## src/rtl/karatsuba_pkg.sv

```systemverilog
// Shared definitions for the sequential Karatsuba multiplier.
//   kmul_state_e : controller states, in the order a transaction visits them
//   half_w()     : low/high split width H of a WIDTH-bit operand
//   sub_w()      : operand width of the shared sub-multiplier (H+1, room for the
//                  carry out of aL+aH / bL+bH)
package karatsuba_pkg;

    typedef enum logic [2:0] {
        IDLE = 3'd0,
        Z0   = 3'd1,
        Z2   = 3'd2,
        Z1   = 3'd3,
        CMB  = 3'd4,
        OUT  = 3'd5
    } kmul_state_e;

    localparam int MIN_WIDTH = 4;

    function automatic int half_w(input int w);
        return w / 2;
    endfunction

    function automatic int sub_w(input int w);
        return (w / 2) + 1;
    endfunction

endpackage

```

## src/rtl/karatsuba_submul.sv

```systemverilog
// Combinational unsigned (H+1)x(H+1) multiplier, time-shared by the controller
// for the three Karatsuba partial products.
//   x_i, y_i : unsigned operands, H+1 bits
//   p_o      : full product, 2H+2 bits
module karatsuba_submul #(
    parameter int H = 8
) (
    input  logic [H:0]     x_i,
    input  logic [H:0]     y_i,
    output logic [2*H+1:0] p_o
);

    assign p_o = {{(H+1){1'b0}}, x_i} * {{(H+1){1'b0}}, y_i};

endmodule

```

## src/rtl/karatsuba_mult_seq.sv

```systemverilog
// Sequential WIDTH x WIDTH multiplier (signed or unsigned) using one level of
// Karatsuba decomposition over a single shared (H+1)x(H+1) multiplier.
// One transaction every 6 cycles; product valid 4 edges after the transfer.
//   clk, reset            : clock, asynchronous active-high reset
//   in_valid/in_ready     : operand handshake (ready only when idle)
//   a, b, signed_mode     : operands and two's-complement select
//   in_tag / out_tag      : pass-through transaction identifier
//   out_valid/out_ready   : product handshake; ab holds the 2*WIDTH product
module karatsuba_mult_seq
    import karatsuba_pkg::*;
#(
    parameter int WIDTH = 16,
    parameter int TAG_W = 4
) (
    input  logic               clk,
    input  logic               reset,
    input  logic               in_valid,
    output logic               in_ready,
    input  logic [WIDTH-1:0]   a,
    input  logic [WIDTH-1:0]   b,
    input  logic               signed_mode,
    input  logic [TAG_W-1:0]   in_tag,
    output logic               out_valid,
    input  logic               out_ready,
    output logic [2*WIDTH-1:0] ab,
    output logic [TAG_W-1:0]   out_tag
);

    localparam int H  = half_w(WIDTH);
    localparam int PW = 2 * WIDTH;

    kmul_state_e state_q, state_d;

    logic [WIDTH-1:0] mag_a_q, mag_b_q;
    logic [WIDTH-1:0] mag_a_d, mag_b_d;
    logic             neg_q;
    logic [TAG_W-1:0] tag_q, out_tag_q;
    logic [2*H-1:0]   z0_q, z2_q;
    logic [2*H+1:0]   z1_q, z1_d;
    logic [PW-1:0]    ab_q, ab_d, p_full;

    logic [H:0]       mul_x, mul_y;
    logic [2*H+1:0]   mul_p;
    logic [H:0]       sum_a, sum_b;

    // Magnitude of a negative two's-complement operand; -2^(W-1) maps to
    // 2^(W-1), which is still representable as an unsigned WIDTH-bit value.
    assign mag_a_d = (signed_mode && a[WIDTH-1]) ? -a : a;
    assign mag_b_d = (signed_mode && b[WIDTH-1]) ? -b : b;

    assign sum_a = {1'b0, mag_a_q[H-1:0]} + {1'b0, mag_a_q[WIDTH-1:H]};
    assign sum_b = {1'b0, mag_b_q[H-1:0]} + {1'b0, mag_b_q[WIDTH-1:H]};

    always_comb begin
        mul_x = '0;
        mul_y = '0;
        case (state_q)
            Z0: begin
                mul_x = {1'b0, mag_a_q[H-1:0]};
                mul_y = {1'b0, mag_b_q[H-1:0]};
            end
            Z2: begin
                mul_x = {1'b0, mag_a_q[WIDTH-1:H]};
                mul_y = {1'b0, mag_b_q[WIDTH-1:H]};
            end
            Z1: begin
                mul_x = sum_a;
                mul_y = sum_b;
            end
            default: ;
        endcase
    end

    karatsuba_submul #(.H(H)) u_submul (
        .x_i (mul_x),
        .y_i (mul_y),
        .p_o (mul_p)
    );

    // z1 is always non-negative and below 2^(2H+1), so the 2H+2-bit wrap is exact.
    assign z1_d   = mul_p - {2'b00, z2_q} - {2'b00, z0_q};
    assign p_full = {z2_q, {(2*H){1'b0}}} + (PW'(z1_q) << H) + PW'(z0_q);
    assign ab_d   = neg_q ? -p_full : p_full;

    always_comb begin
        state_d   = state_q;
        in_ready  = 1'b0;
        out_valid = 1'b0;
        case (state_q)
            IDLE: begin
                in_ready = 1'b1;
                if (in_valid) state_d = Z0;
            end
            Z0:  state_d = Z2;
            Z2:  state_d = Z1;
            Z1:  state_d = CMB;
            CMB: state_d = OUT;
            OUT: begin
                out_valid = 1'b1;
                if (out_ready) state_d = IDLE;
            end
            default: state_d = IDLE;
        endcase
    end

    always_ff @(posedge clk or posedge reset) begin
        if (reset) state_q <= IDLE;
        else       state_q <= state_d;
    end

    always_ff @(posedge clk or posedge reset) begin
        if (reset) begin
            mag_a_q   <= '0;
            mag_b_q   <= '0;
            neg_q     <= 1'b0;
            tag_q     <= '0;
            z0_q      <= '0;
            z2_q      <= '0;
            z1_q      <= '0;
            ab_q      <= '0;
            out_tag_q <= '0;
        end else begin
            if (state_q == IDLE && in_valid) begin
                mag_a_q <= mag_a_d;
                mag_b_q <= mag_b_d;
                neg_q   <= signed_mode && (a[WIDTH-1] ^ b[WIDTH-1]);
                tag_q   <= in_tag;
            end
            if (state_q == Z0) z0_q <= mul_p[2*H-1:0];
            if (state_q == Z2) z2_q <= mul_p[2*H-1:0];
            if (state_q == Z1) z1_q <= z1_d;
            if (state_q == CMB) begin
                ab_q      <= ab_d;
                out_tag_q <= tag_q;
            end
        end
    end

    assign ab      = ab_q;
    assign out_tag = out_tag_q;

endmodule

```

## config.mk

```make
export PLATFORM = sky130hd
export DESIGN_NAME = karatsuba_mult_seq
export DESIGN_NICKNAME = d
export VERILOG_FILES = /design/src/rtl/karatsuba_pkg.sv /design/src/rtl/karatsuba_submul.sv /design/src/rtl/karatsuba_mult_seq.sv
export SDC_FILE = /design/constraint.sdc
export NUM_CORES = 1
export LEC_CHECK = 0
export ABC_AREA = 1
export CAP_MARGIN = 20
export CORE_MARGIN = 1
export CORE_UTILIZATION = 50
export DETAILED_ROUTE_END_ITERATION = 10
export GPL_ROUTABILITY_DRIVEN = 0
export MAX_ROUTING_LAYER = met4
export PLACE_DENSITY_LB_ADDON = 0.2
export REMOVE_ABC_BUFFERS = 1
export SKIP_CTS_REPAIR_TIMING = 1
export SYNTH_ARGS = -nofsm -noshare
export SYNTH_HDL_FRONTEND = slang
export SYNTH_SLANG_ARGS = --single-unit
export TNS_END_PERCENT = 100
```

## constraint.sdc

```tcl
create_clock -name clk -period 19.5 [get_ports clk]
set_input_delay 5.85 -clock clk [delete_from_list [all_inputs] [get_ports clk]]
set_output_delay 5.85 -clock clk [all_outputs]
set_load 0.01 [all_outputs]
```

==> flow_metrics.tcl, run 1 <==
set metrics [dict create \
    outcome "finished, final reports clean" \
    yosysWarnings 0 \
    routed_via_density 5.25 \
    drt_first_pass_iters 5 \
    synth_edf_count 0 \
    max-clock-path-buffers 2 \
    crit_path_start_kind "flop" \
    antennaDiodeCount 0 \
    dp.cells 2067 \
    met2_usage 0.448 \
    critPathBufInv 6 \
    htree_levels 4 \
    clk_latency_ns 0.44 \
    io_pins 79 \
    use_met3 0.0328 \
    cts_root_buffer "clkbuf_16" \
    drt_wl_total_um 31000 \
    worstMarginPinSlew_ns 1.08 \
    synth_cells 1693 \
    maxCapViolCount 0 \
    worstHoldPathType "flop to flop" \
    crit_family "adder cells" \
    synth_top_area_frac 0.262 \
    dp_hpwl_um 24700 \
    slew_headroom 0.277 \
    grt_max_degree 70 \
    path_common_cell "fa_1" \
    fmax_mhz 121 \
    coreArea_um2 23500 \
    setup_viol 0 \
    wire_per_inst_um 14.8 \
    slowest_stage "nor3_2" \
    period_share 0.424 \
    die_area_um2 24700 \
    final_area_um2 13800 \
    grtUsageMet1 0.347 \
    min_period_ns 8.28 \
    fp-row-count 56 \
    cts.sinks 126 \
    drtIter0Drc 753 \
    die_w_um 157 \
    cts_tree "done" \
    hold_viol 0 \
    ys_seq_area_frac 0.262 \
    synthTopCellsByCount "507 x nand2_1, 283 x inv_1, 129 x o21ai_0" \
    drc 0 \
    clkTransAtPathRegs_ns 0.07 \
    synth_area_leader_cell "dfrtp_1" \
    avgSynthCellArea_um2 7.11 \
    grt_pass1_vias 10500 \
    fin_cells 2099 \
    antenna_left 0 \
    yosysMostFrequentCell "nand2_1" \
    finalSetupTns_ns 0 \
    grt.total_usage 0.275 \
    drive_gt1_frac 0.0522 \
    crit_fanout 22 \
    numPortBuffers 78 \
    nFillCells 2285 \
    cts_inserted_buffers 17 \
    grt_pass1_wl_um 51400 \
    netlist_area_um2 12000 \
    placed_area_um2 13200 \
    required_ns 19.83 \
    cp.arrival_ns 8.61 \
    worstSetupEndpointType "flop" \
    grt-ovfl-total 0 \
    critPathKind "flop to flop" \
    rsz0062_at_grt "false" \
    synthFlopType "dfrtp_1" \
    synthToLayoutAreaGrowth_pct 14.4 \
    vias 11000 \
    busiest_layer "met2" \
    cpPeakStageDelay_ns 0.89 \
    grt_antenna_before_repair 0 \
    synthArstFlopShare 1.00 \
    start_util 0.512 \
    ys_ff_latch 126 \
    slew_violations 0 \
    yosysUniqueCellTypes 43 \
    fp.dieH_um 157 \
    num-nets-final 1969 \
    yosys-top-cells-area "dfrtp_1 26%, nand2_1 16%, fa_1 11%, ha_1 9.6%, inv_1 8.8%" \
    fin_skew_ns 0.0163 \
]
## per-layer routing
metal / share of wire / vias up
met2: 0.47 / 311
li1: - / 5485
met4: 0.033 / 0
met5: 0 / -
met1: 0.45 / 5168
met3: 0.047 / 59
## through the flow
stage	setup slack (ns)	hold WS (ns)	utilization
finish	11.22	0.472	0.585
global route	10.61	0.498	0.585
CTS	11.28	0.474	0.585
detailed placement	11.29	0.458	0.560
global placement	11.43	0.454	0.560
floorplan	10.29	0.449	-
## state kept, by name (all words and copies together), names as in the netlist
| name | cells |
|---|---|
| ab | 32 |
| z1_q | 18 |
| mag_a_q | 16 |
| mag_b_q | 16 |
| z0_q | 16 |
| z2_q | 16 |
| out_tag | 4 |
| tag_q | 4 |
| state_q | 3 |
| neg_q | 1 |
## final timing paths
kind	cells past startpoint	slack [ns]	end	from
max	32	11.22	z1_q[17]	state_q[2]
min reg2reg	2	0.47	out_tag[2]	out_tag[2]
min in group asynchronous	2	5.91	mag_a_q[2]	reset
min	2	0.47	out_tag[2]	out_tag[2]
max reg2reg	32	11.22	z1_q[17]	state_q[2]
max in group asynchronous	3	12.21	z1_q[6]	reset
## layout by cell type, fill, tap and decap left out, types with 3 or more instances in the layout
master             n
a21oi_1           68
a22o_1             8
a31oi_1            6
buf_4              7
clkbuf_16         17
clkdlybuf4s50_1   78
clkinvlp_4         3
dfrtp_1          126
fa_1              69
ha_1              92
inv_1            282
inv_2              8
inv_6              6
nand2_1          506
nand2_2           10
nand3_1           71
nand3_2            5
nand3b_1           7
nand4_1           22
nor2_1           113
nor2_2             7
nor2_4             3
nor3_1            16
nor3_2             3
o211ai_1           3
o21ai_0          129
o21ai_1            4
o21bai_1           3
o22ai_1            3
o31ai_1            5
or2_2             11
xnor2_1           19
xor2_1            44
## logic make-up after synthesis
group / count (synthesis) / share of synthesized area
flip-flops: 126 / 0.262
XOR/XNOR: 63 / 0.0458
AND/OR/NAND/NOR: 779 / 0.272
adder cells (fa/ha/maj): 161 / 0.210
buffers and inverters: 323 / 0.101
AO/OA/AOI/OAI: 241 / 0.109
## worst reg2reg max path, delay by kind of cell (launching register included)
family	cells	cell delay [ns]
fa+ha+maj	7	3.22
simple gates	12	2.22
compound gates	6	0.99
buf+inv	6	0.98
flops	1	0.47
xor+xnor	1	0.29
## area by class of cell
| cell class | instances | area [µm²] | area share |
|---|---|---|---|
| inverter | 293 | 1100 | 0.0800 |
| tap | 319 | 399 | 0.0290 |
| multi-input combinational | 1244 | 7690 | 0.558 |
| clock inverter | 15 | 175 | 0.0127 |
| sequential | 126 | 3150 | 0.229 |
| timing repair buffer | 85 | 833 | 0.0605 |
| clock buffer | 17 | 425 | 0.0309 |
Power of run 1 is left out: the tool's default activity adds up to more than one toggle a clock period on the data nets, which glitch-free logic cannot reach.
==> inputs of run 2 (changes only) <==
==> constraint.sdc (replaced) <==
create_clock -name clk -period 7.4 [get_ports clk]
set_input_delay 2.22 -clock clk [delete_from_list [all_inputs] [get_ports clk]]
set_output_delay 2.22 -clock clk [all_outputs]
set_load 0.01 [all_outputs]
==> flow_metrics.tcl, run 2 (synthesis gave the netlist of run 1 again) <==
set metrics [dict create \
    outcome "finished, final reports clean" \
    utilization 0.626 \
    drc 0 \
    die_area_um2 24700 \
    cts_tree "done" \
    num-nets-final 2040 \
    crit_fanout 4 \
    nFillCells 2157 \
    fp.dieH_um 157 \
    fmax_mhz 139 \
    hold-worst-slack_ns 0.473 \
    drtIter0Drc 821 \
    wire_per_inst_um 14.8 \
    antennaDiodeCount 0 \
    drt_first_pass_iters 5 \
    required_ns 7.72 \
    fp-row-count 56 \
    die_w_um 157 \
    largest_reg_flops 32 \
    fin_cells 2170 \
    register_area_um2 3160 \
    routed_via_density 5.24 \
    slew_violations 0 \
    slowest_stage "fa_1" \
    grt_max_degree 72 \
    cts_inserted_buffers 17 \
    max-clock-path-buffers 2 \
    start_util 0.512 \
    htree_levels 4 \
    clk_latency_ns 0.44 \
    drt_wl_total_um 32100 \
    cts.sinks 126 \
    maxCapViolCount 0 \
    cp.arrival_ns 7.52 \
    numPortBuffers 78 \
    io_pins 79 \
    worstMarginPinSlew_ns 0.924 \
    grt_pass1_vias 10600 \
    setup_viol 0 \
    coreArea_um2 23500 \
    period_share 0.973 \
    antenna_left 0 \
    dp_hpwl_um 25100 \
    vias 11400 \
    critPathKind "flop to flop" \
    worstSetupEndpointType "flop" \
    layout_common_cells "488 x nand2_1, 273 x inv_1, 124 x dfrtp_1" \
    synthToLayoutAreaGrowth_pct 22.3 \
    hold_viol 0 \
    fin_skew_ns 0.0167 \
    grt-ovfl-total 0 \
    cts_root_buffer "clkbuf_16" \
    final_area_um2 14700 \
    path_common_cell "fa_1" \
    drive_gt1_frac 0.133 \
    grt_pass1_wl_um 51100 \
    dp.cells 2127 \
    worstHoldPathType "flop to flop" \
    clkTransAtPathRegs_ns 0.07 \
    grt_antenna_before_repair 0 \
    mostFrequentLayoutCell "nand2_1" \
    grt.total_usage 0.275 \
    multi_input_area_um2 8090 \
    cpPeakStageDelay_ns 0.54 \
    crit_path_start_kind "flop" \
    placed_area_um2 13600 \
    slew_headroom 0.384 \
    min_period_ns 7.20 \
]
==> run 2: cell types whose count changed in the layout (fill, tap and decap cells not counted), sizes merged <==
cell,change
buf,+71
inv,+2
bufinv,-1
clkinvlp,-1
==> run 2: worst paths after layout <==
path,start,end,slack [ns],cells past startpoint
max,mag_b_q[10],z1_q[17],0.20,37
min,out_tag[3],out_tag[3],0.47,2
max reg2reg,mag_b_q[10],z1_q[17],0.20,37
min reg2reg,out_tag[3],out_tag[3],0.47,2
max in group asynchronous,reset,z1_q[12],3.80,3
min in group asynchronous,reset,mag_a_q[2],2.36,2
==> run 2: routing by layer <==
metal,share of wire,GRT usage,wire length [µm]
met2,0.48,0.461,15400
met4,0.049,0.137,1570
met5,0,-,0
met1,0.42,0.324,13500
met3,0.051,0.0405,1620
==> run 2: through the flow <==
step	setup TNS, ns	worst slack (ns)
floorplan	-5.05	-1.07
global placement	-0.180	-0.180
detailed placement	-0.554	-0.407
CTS	-0.939	-0.506
global route	-0.109	-0.0906
finish	0	0.199
==> run 2: final cells by class <==
cell class | instances | area share
flip-flops and latches | 126 | 0.214
multi-input cells | 1244 | 0.549
well taps | 319 | 0.0271
clock buffers | 17 | 0.0289
repair buffers | 156 | 0.0947
clock inverters | 15 | 0.0115
inverters | 293 | 0.0748
==> run 2: critical path, delay by kind of cell (launching register included) <==
kind	cells	cell delay [ns]
adder cells (fa/ha/maj)	8	3.48
AND/OR/NAND/NOR	16	1.71
AO/OA/AOI/OAI	7	0.94
flip-flops	1	0.43
buffers and inverters	5	0.30
XOR/XNOR	1	0.21
Power of run 2 is left out for the same reason.
==> inputs of run 3 (changes only) <==
--- a/config.mk
+++ b/config.mk
@@ -9,12 +9,13 @@
 export CAP_MARGIN = 20
 export CORE_MARGIN = 1
 export CORE_UTILIZATION = 50
+export CTS_BUF_LIST = sky130_fd_sc_hd__clkbuf_16
 export DETAILED_ROUTE_END_ITERATION = 10
 export GPL_ROUTABILITY_DRIVEN = 0
-export MAX_ROUTING_LAYER = met4
 export PLACE_DENSITY_LB_ADDON = 0.2
 export REMOVE_ABC_BUFFERS = 1
 export SKIP_CTS_REPAIR_TIMING = 1
+export SLEW_MARGIN = 20
 export SYNTH_ARGS = -nofsm -noshare
 export SYNTH_HDL_FRONTEND = slang
 export SYNTH_SLANG_ARGS = --single-unit
==> flow_metrics.tcl, run 3 (synthesis gave the netlist of run 1 again) <==
set metrics [dict create \
    dp_hpwl_um 25100 \
    coreArea_um2 23500 \
    cp.arrival_ns 7.51 \
    clk_latency_ns 0.43 \
    path_common_cell "fa_1" \
    grt_antenna_before_repair 0 \
    antennaDiodeCount 0 \
    num-nets-final 2040 \
    die_w_um 157 \
    cpPeakStageDelay_ns 0.54 \
    setup_viol 0 \
    crit_path_start_kind "flop" \
    antenna_left 0 \
    rrSetupSlack_ns 0.20 \
    cts_tree "done" \
    drc 0 \
    layout_common_cells "488 x nand2_1, 273 x inv_1, 124 x dfrtp_1" \
    drtIter0Drc 859 \
    clkTransAtPathRegs_ns 0.07 \
    grt.total_usage 0.268 \
    worstSetupEndpointType "flop" \
    r2r-start "mag_b_q[10]" \
    dp.cells 2127 \
    routed_via_density 5.24 \
    hold_viol 0 \
    wire_per_inst_um 14.8 \
    synthToLayoutAreaGrowth_pct 22.3 \
    max-clock-path-buffers 2 \
    worstSetupEndpoint "z1_q[17]" \
    fp-row-count 56 \
    slew_violations 0 \
    slew_headroom 0.388 \
    drive_gt1_frac 0.133 \
    required_ns 7.71 \
    crit_cells 37 \
    htree_levels 4 \
    placed_area_um2 13600 \
    mostFrequentLayoutCell "nand2_1" \
    cts_inserted_buffers 17 \
    die_area_um2 24700 \
    start_util 0.512 \
    worstHoldPathType "flop to flop" \
    grt_pass1_vias 10600 \
    fmax_mhz 139 \
    min_period_ns 7.20 \
    grt_pass1_wl_um 51200 \
    worstMarginPinSlew_ns 0.919 \
    numPortBuffers 78 \
    cts.sinks 126 \
    fin_cells 2170 \
    grt_max_degree 72 \
    period_share 0.973 \
    dp_slack_ns -0.407 \
    crit_family "adder cells" \
    crit_fanout 4 \
    grt-ovfl-total 0 \
    largest_reg_flops 32 \
    critPathBufInv 5 \
    reg2reg_to "z1_q[17]" \
    setup_ws_ns 0.203 \
    slowest_stage "fa_1" \
    drt_first_pass_iters 5 \
    fin_skew_ns 0.0161 \
    rr_worst_depth 37 \
    cts_root_buffer "clkbuf_16" \
    maxCapViolCount 0 \
    final_area_um2 14700 \
    vias 11400 \
    utilization 0.626 \
    drt_wl_total_um 32100 \
    outcome "finished, final reports clean" \
    worstSetupStartpoint "mag_b_q[10]" \
    fp.dieH_um 157 \
    critPathKind "flop to flop" \
    io_pins 79 \
]
-- run 3: layer usage --
metal | global-route usage | part of all wire
met1 | 0.324 | 0.42
met2 | 0.461 | 0.48
met3 | 0.0405 | 0.049
met4 | 0.137 | 0.049
met5 | 0 | 0
-- run 3: area by class of cell --
cell class | instances | area (µm²)
sequential | 126 | 3160
fill | 2157 | 8810
multi-input combinational | 1244 | 8090
inverter | 293 | 1100
clock inverter | 15 | 170
clock buffer | 17 | 425
tap | 319 | 399
timing repair buffer | 156 | 1400
-- run 3: worst reg2reg max path: cells and delay by family (launching register included) --
kind | cells | cell delay, ns
fa+ha+maj | 8 | 3.48
simple gates | 16 | 1.71
compound gates | 7 | 0.94
flops | 1 | 0.43
buf+inv | 5 | 0.30
xor+xnor | 1 | 0.21
-- run 3: worst min-delay path by stage --
stage | slack [ns] | depth (start not counted) | endpoint | startpoint
after floorplan | 0.45 | 2 | tag_q[0] | tag_q[0]
after global placement | 0.46 | 2 | out_tag[0] | out_tag[0]
after detailed placement | 0.46 | 2 | out_tag[3] | out_tag[3]
after CTS | 0.47 | 2 | out_tag[3] | out_tag[3]
after global routing | 0.50 | 2 | out_tag[3] | out_tag[3]
final | 0.47 | 2 | out_tag[3] | out_tag[3]
-- run 3: metrics by stage --
stage                     hold WS [ns]  setup TNS, ns
after floorplan                  0.449          -5.05
after global placement           0.455         -0.180
after detailed placement         0.457         -0.554
after CTS                        0.475         -0.939
after global routing             0.497         -0.107
final                            0.469              0
Power of run 3 is left out for the same reason.
